===== src/rtl/product_accumulator_if.sv =====
// Valid/ready bundle between the multiplier stage, the product accumulator and its consumer.
// The master modport is the upstream and downstream side. The slave modport is the accumulator itself.
interface product_accumulator_if #(
  parameter int PROD_W = 4,
  parameter int ACC_W  = 6
);
  logic              in_valid;
  logic              in_ready;
  logic [PROD_W-1:0] in_product;
  logic              out_valid;
  logic              out_ready;
  logic [ACC_W-1:0]  out_sum;
  logic              out_overflow;

  modport master (
    output in_valid, in_product, out_ready,
    input  in_ready, out_valid, out_sum, out_overflow
  );

  modport slave (
    input  in_valid, in_product, out_ready,
    output in_ready, out_valid, out_sum, out_overflow
  );
endinterface


===== src/rtl/product_accumulator.sv =====
// Sums COUNT unsigned products per frame into a saturating ACC_W-bit result.
// Each completed frame is held on a valid/ready output until it is taken.
module product_accumulator #(
  parameter int PROD_W = 4,
  parameter int COUNT  = 8,
  parameter int ACC_W  = 6
) (
  input  logic clk,
  input  logic rst_n,
  input  logic clear,
  product_accumulator_if.slave bus
);
  localparam int CNT_W = (COUNT > 2) ? $clog2(COUNT) : 1;

  typedef enum logic {ACCUM, HOLD} state_t;

  state_t             state;
  logic [ACC_W-1:0]   acc;
  logic [CNT_W-1:0]   cnt;
  logic               ovf;
  logic               in_ready_q;
  logic               out_valid_q;
  logic [ACC_W-1:0]   out_sum_q;
  logic               out_overflow_q;

  logic [ACC_W:0]     sum;
  logic [ACC_W-1:0]   sat;
  logic               accept;
  logic               last_beat;

  always_comb begin
    sum = {1'b0, acc} + {{(ACC_W + 1 - PROD_W){1'b0}}, bus.in_product};
    if (sum[ACC_W]) sat = '1;
    else            sat = sum[ACC_W-1:0];
    accept    = bus.in_valid && in_ready_q;
    last_beat = (cnt == CNT_W'(COUNT - 1));
  end

  always_ff @(posedge clk) begin
    if (!rst_n) begin
      state          <= ACCUM;
      acc            <= '0;
      cnt            <= '0;
      ovf            <= 1'b0;
      in_ready_q     <= 1'b1;
      out_valid_q    <= 1'b0;
      out_sum_q      <= '0;
      out_overflow_q <= 1'b0;
    end else if (clear) begin
      // Result registers are left alone; they are don't-care while out_valid is low.
      state       <= ACCUM;
      acc         <= '0;
      cnt         <= '0;
      ovf         <= 1'b0;
      in_ready_q  <= 1'b1;
      out_valid_q <= 1'b0;
    end else begin
      case (state)
        ACCUM: begin
          if (accept) begin
            if (last_beat) begin
              out_sum_q      <= sat;
              out_overflow_q <= ovf | sum[ACC_W];
              state          <= HOLD;
              in_ready_q     <= 1'b0;
              out_valid_q    <= 1'b1;
            end else begin
              acc <= sat;
              cnt <= cnt + 1'b1;
              ovf <= ovf | sum[ACC_W];
            end
          end
        end
        HOLD: begin
          if (bus.out_ready) begin
            state       <= ACCUM;
            acc         <= '0;
            cnt         <= '0;
            ovf         <= 1'b0;
            in_ready_q  <= 1'b1;
            out_valid_q <= 1'b0;
          end
        end
        default: begin
          state       <= ACCUM;
          in_ready_q  <= 1'b1;
          out_valid_q <= 1'b0;
        end
      endcase
    end
  end

  assign bus.in_ready     = in_ready_q;
  assign bus.out_valid    = out_valid_q;
  assign bus.out_sum      = out_sum_q;
  assign bus.out_overflow = out_overflow_q;
endmodule


===== src/flat_wrapper.sv =====
// flat-port wrapper written by rule: the top's interface ports become plain ports
module product_accumulator_flat 
#(
  parameter int PROD_W = 4,
  parameter int COUNT  = 8,
  parameter int ACC_W  = 6
)
  (clk, rst_n, clear, bus_in_valid, bus_in_product, bus_out_ready, bus_in_ready, bus_out_valid, bus_out_sum, bus_out_overflow);
  product_accumulator_if #(.PROD_W(PROD_W), .ACC_W(ACC_W)) bus_i ();
  input  logic clk;
  input  logic rst_n;
  input  logic clear;
  input wire logic [$bits(bus_i.in_valid)-1:0] bus_in_valid;
  input wire logic [$bits(bus_i.in_product)-1:0] bus_in_product;
  input wire logic [$bits(bus_i.out_ready)-1:0] bus_out_ready;
  output wire logic [$bits(bus_i.in_ready)-1:0] bus_in_ready;
  output wire logic [$bits(bus_i.out_valid)-1:0] bus_out_valid;
  output wire logic [$bits(bus_i.out_sum)-1:0] bus_out_sum;
  output wire logic [$bits(bus_i.out_overflow)-1:0] bus_out_overflow;
  assign bus_i.in_valid = bus_in_valid;
  assign bus_i.in_product = bus_in_product;
  assign bus_i.out_ready = bus_out_ready;
  assign bus_in_ready = bus_i.in_ready;
  assign bus_out_valid = bus_i.out_valid;
  assign bus_out_sum = bus_i.out_sum;
  assign bus_out_overflow = bus_i.out_overflow;
  product_accumulator #(.PROD_W(PROD_W), .COUNT(COUNT), .ACC_W(ACC_W)) u_core (.clk(clk), .rst_n(rst_n), .clear(clear), .bus(bus_i));
endmodule

===== config.mk =====
export PLATFORM = sky130hd
export DESIGN_NAME = product_accumulator_flat
export DESIGN_NICKNAME = d
export VERILOG_FILES = /design/src/rtl/product_accumulator_if.sv /design/src/rtl/product_accumulator.sv /design/src/flat_wrapper.sv
export SDC_FILE = /design/constraint.sdc
export NUM_CORES = 1
export LEC_CHECK = 0
export ABC_AREA = 1
export BUFFER_PORTS_ARGS = -buffer_cell sky130_fd_sc_hd__buf_2
export CORE_MARGIN = 10
export CORE_UTILIZATION = 35
export CTS_BUF_LIST = sky130_fd_sc_hd__clkbuf_16
export DETAILED_ROUTE_END_ITERATION = 7
export PLACE_DENSITY_LB_ADDON = 0.1
export SLEW_MARGIN = 30
export SYNTH_ARGS = -nofsm -noshare
export SYNTH_HDL_FRONTEND = slang
export SYNTH_SLANG_ARGS = --single-unit
export TNS_END_PERCENT = 20

===== constraint.sdc =====
create_clock -name clk -period 1.8 [get_ports clk]
set_input_delay 0.09 -clock clk [delete_from_list [all_inputs] [get_ports clk]]
set_output_delay 0.09 -clock clk [all_outputs]
set_load 0.02 [all_outputs]

## Word level (Yosys, flattened, before mapping)

Cells that the tools add are included.

- Flip-flop bits (word level): 20
- Input bits: 9
- Output and inout port bits: 9
- Logic and storage cells: 48

- Add/subtract/negate cells: 2
- Eq/ne operators: 5
- Mux-type cells: 24
- Bitwise gates (word level): 4
- Reduce and logical (&&, ||, !) cells: 5

Operators with widths:

| cell | number |
|---|---|
| $mux W6 | 4 |
| $pmux W6 S2 | 1 |
| $mux W1 | 11 |
| $mux W3 | 3 |
| $pmux W1 S2 | 4 |
| $add A6 B4 Y7 | 1 |
| $pmux W3 S2 | 1 |
| $reduce_and A3 Y1 | 2 |
| $ne A2 B1 Y1 const B | 2 |
| $ne A2 B2 Y1 const B | 2 |
| $reduce_and A4 Y1 | 1 |
| $add A3 B1 Y3 const B | 1 |
| $eq A3 B3 Y1 const B | 1 |
| $not A1 Y1 | 3 |
| $reduce_or A2 Y1 | 1 |
| $logic_and A1 B1 Y1 | 1 |
| $or A1 B1 Y1 | 1 |

## Longest topological paths before layout

- Depth after elaboration: 5
- Depth in mapped cells: 9
- Gate-level depth less buffers: 8

## Worst setup path after synthesis

Ideal clock, no wire load.

- Path kind: flip-flop to flip-flop
- From: register u_core.acc[0]
- To: register u_core.acc[5]
- Library setup time: 0.119 ns
- Data arrival time: 1.333 ns
- Data required time: 1.681 ns
- Setup slack: 0.348 ns
- Cell stages (with the launch flop): 9
- Path buffers: 0
- Period minus slack after synthesis: 1.452 ns
- Cells stage by stage: dfxtp_1 ha_1 fa_1 nand3_1 nand2_1 nand2_1 nand3_1 nand3_1 a21oi_1

- Longest elaborated chain between the ends: 5

Ends and longest elaborated chain:

| what | line | text |
|---|---|---|
| start, declared | product_accumulator.sv:18 | `logic [ACC_W-1:0] acc;` |
| start signal, assigned | product_accumulator.sv:68 | `acc <= sat;` |
| $add A6 B4 Y7 | product_accumulator.sv:32 | `sum = {1'b0, acc} + {{(ACC_W + 1 - PROD_W){1'b0}}, bus.in_product};` |
| $mux W6 | product_accumulator.sv:33 | `if (sum[ACC_W]) sat = '1;` |
| $mux W6 | product_accumulator.sv:61 | `if (last_beat) begin` |
| $mux W6 | product_accumulator.sv:60 | `if (accept) begin` |
| $pmux W6 S2 | product_accumulator.sv:58 | `case (state)` |

Every way passes these cells. The select of a mux whose other input is x is not followed.
A chain may end at the register's enable or synchronous reset.

## Worst setup path in the final report

- From: register u_core.acc[0]
- To: register u_core.acc[3]

Same word-level chain as after synthesis.

==> summary.txt <==
Synthesis
  – Syn avg cell area: 7.84 sq um
  – Mux share of post-synthesis cell area: 0%
  – Synth warnings: 0
  – Compound-Gate Fraction of Synth Area: 18.1%
  – Largest family of logic cells by synthesized area: simple AND/OR/NAND/NOR gates
  – Cell count after synthesis: approximately 130
  – Post-synth cell types: 25
  – Synth Area in XOR/XNOR: less than 1%
  – FF+latch count, synth: 20
  – Post-Synth Adder-Cell Area: 9.48%
  – Synth Cell Area: between 0.001 and 0.0015 sq mm
  – Simple logic cell fraction of the synthesized area: roughly 25%
  – Syn Nets: 144
  – Sequential share of the synthesized area: 39.9%

GRT
  – Initial antenna violation count: 0
  – Global route overflow: 0
  – Tot GR Track Use: around 8.5%
  – First-pass GRT wire length: 3730 um
  – Vias in the first global route: 853
  – Largest net degree at the start of global routing: 15

Floorplanning
  – Row cnt: 19
  – Core ar.: 0.00276 sq mm
  – Starting density of the core: between 30% and 40%
  – Die Y: 73.5 um
  – I/O pin count: 18
  – Die width: approximately 74 um
  – Die area: 0.00541 sq mm

Clocking
  – CTS HTree Levels: 1
  – Sinks on Clock Net: 20
  – CTS max path bufs: 2
  – Post-CTS resize count: 0
  – CTS clk-pin slew, worst paths: roughly 60 ps
  – Worst-Skew Late Latency: 250 ps
  – Post-CTS Setup Inserts: 0
  – CTS tree: built
  – Clk root buf: clkbuf_16
  – Cts hold-fix bufs: 0
  – Num CTS Buffers: 3

Timing
  – Fin. Hold Viols: 0
  – Crit share post-route: 89.2%
  – Relative slew slack: around four fifths
  – Final setup vio count: 0
  – Actual slew at the worst max-slew pin: 286 ps
  – Min Tclk post-route: 1610 ps
  – Fmax achieved: 623 MHz
  – Max-slew violations: 0
  – RSZ-0062 raised after global routing: no
  – Setup_tns: 0 ps
  – Clk_skew: 1.71 ps

Setup path
  – Reg-to-Reg End: u_core.acc[3]
  – CP required: between 1500 and 2000 ps
  – Largest stage delay, worst path: 430 ps
  – CP endpoint kind: register
  – CP Data Arrival Time: about 1700 ps
  – FF-to-FF setup slack: 190 ps
  – R2R cell count: 6
  – Critical Path Start Type: register
  – Crit-path max FO: 8
  – Crit path max-delay cell type: fa_1
  – Worst R2R Start: u_core.acc[0]
  – Crit Path Category: reg -> reg
  – Cell breakdown of the critical path: ha_1 -> fa_1 -> nand4_1 -> nand2_2 -> o21ai_0 -> a21oi_1

Drt
  – Via Count: slightly above 900
  – Drt wl/cell: 12.2 um
  – DR pass1 iterations: 4
  – # DRC: 0
  – Via density: 5.06
  – Remaining antenna violation count after routing: 0
  – Initial drt markers: 30
  – Routed wire length: 2180 um

Power and ir drop
  – PwrDens: just over 800 mW/mm^2
  – Worst ir drop on vdd: between 0.9 and 1 mV
  – Overall power: 0.000986 W
  – Leakage power: 0.558 nW

Placed design
  – Detailed placement HPWL: 1780 um
  – Gpl congestion: roughly 0.79
  – Port bufs: 17

Hold path
  – Hold Path Sink: u_core.bus.out_sum[3]
  – Worst hold start: rst_n
  – Worst hold path depth: 3
  – HP Class: in -> reg

Run status
  – Status: completed

Final layout
  – Commonest cells after routing, fill and taps aside: 28 x nand2_1, 20 x dfxtp_1, 17 x a21oi_1, 17 x buf_2
  – Share of layout cells above drive strength 1: between 20 and 25%
  – Commonest non-fill, non-tap cell in the layout: nand2_1
  – N_diodes: 0
  – Area growth from synthesis to layout: 19.1%
  – Nets: 165
  – FF+latch area: 400 sq um
  – Area occupied by multi-input gates: 536 sq um
  – Fillers: 299

Flow run
  – Max cap viols: 0
worst max-delay path: cells and delay by family, from the launching register on:
family                     cells  cell delay (ps)
DFF                            1              310
and+or+nand+nor                2              260
adders and majority gates      2              640
AOI/OAI and AO/OA              2              290
per-stage QoR:
stage	setup WS, ps	util [%]	instances	area (sq um)	hold slack, ps
3_5_place_dp	202	40.5	175	1120	390
5_1_grt	50.3	43.3	179	1190	155
4_1_cts	197	43.3	179	1190	126
6_report	194	43.3	179	1190	133
2_1_floorplan	348	-	128	1000	201
3_3_place_gp	203	40.5	175	1120	388
cell usage after synthesis:
cell | n | share of area (%)
ha_1 | 6 | 7.5
nand3_1 | 7 | 3.5
a31oi_1 | 2 | 1.2
buf_6 | 1 | 1.1
nand2b_1 | 1 | 0.62
nand3b_1 | 1 | 0.75
xnor2_1 | 1 | 0.87
o21ai_0 | 9 | 4.5
nand4_1 | 2 | 1.2
nor2_4 | 1 | 1.1
buf_4 | 1 | 0.75
o211ai_1 | 2 | 1.5
fa_1 | 1 | 2.0
nand2_1 | 28 | 10
inv_1 | 9 | 3.4
nand2_2 | 3 | 1.9
dfxtp_1 | 20 | 40
o21ai_1 | 3 | 1.5
nand4_2 | 1 | 1.2
nor2_1 | 5 | 1.9
or2_2 | 1 | 0.62
a21oi_1 | 17 | 8.5
inv_2 | 4 | 1.5
nor3_4 | 1 | 1.6
o21ai_2 | 1 | 0.87
cell type report:
class | instances | share of cell area, %
well taps | 31 | 3.25
inverters | 13 | 4.08
clock inverters | 1 | 0.314
multi-input cells | 93 | 44.8
clock buffers | 3 | 6.28
repair buffers | 18 | 7.75
flip-flops and latches | 20 | 33.5
cell families (layout without fill, tap and decap cells):
logic type,after synthesis,in the layout
xor gates and xnor gates,1,1
and+or+nand+nor,51,51
adders and majority gates,7,7
AOI/OAI and AO/OA,34,34
buffers and inverters,15,35
DFF,20,20
registers in the layout (all words and copies together) (netlist names):
signal,count
u_core.cnt,3
u_core.bus.out_valid,1
u_core.state,1
u_core.ovf,1
u_core.bus.in_ready,1
u_core.acc,6
u_core.bus.out_sum,6
u_core.bus.out_overflow,1
per-layer routing:
metal	track usage (%)	vias to the layer above	share of wire [%]	wire, um
met2	15.2	10	52	1140
met5	0	-	0	0
met4	1.24	0	0.64	14
met3	3.36	2	4.4	96
met1	9.17	421	43	934
li1	-	473	-	-
how the worst max path moves through the flow:
stage / start / end / depth (start not counted) / slack [ps]
6_report: u_core.acc[0] / u_core.acc[3] / 6 / 190
5_1_grt: u_core.acc[0] / u_core.acc[5] / 8 / 50
2_1_floorplan: u_core.acc[0] / u_core.acc[5] / 8 / 350
4_1_cts: u_core.acc[0] / u_core.acc[3] / 6 / 200
3_5_place_dp: u_core.acc[0] / u_core.acc[3] / 6 / 200
3_3_place_gp: u_core.acc[0] / u_core.acc[3] / 6 / 200
power by group:
group	switching (W)	internal, W	leakage [nW]	total (W)
clock network	0.000157	0.000296	0.0385	0.000453
logic	0.0000496	0.0000313	0.358	0.0000809
registers	0.00000393	0.000448	0.162	0.000452
No activity file was read; power rests on OpenSTA's default activity.
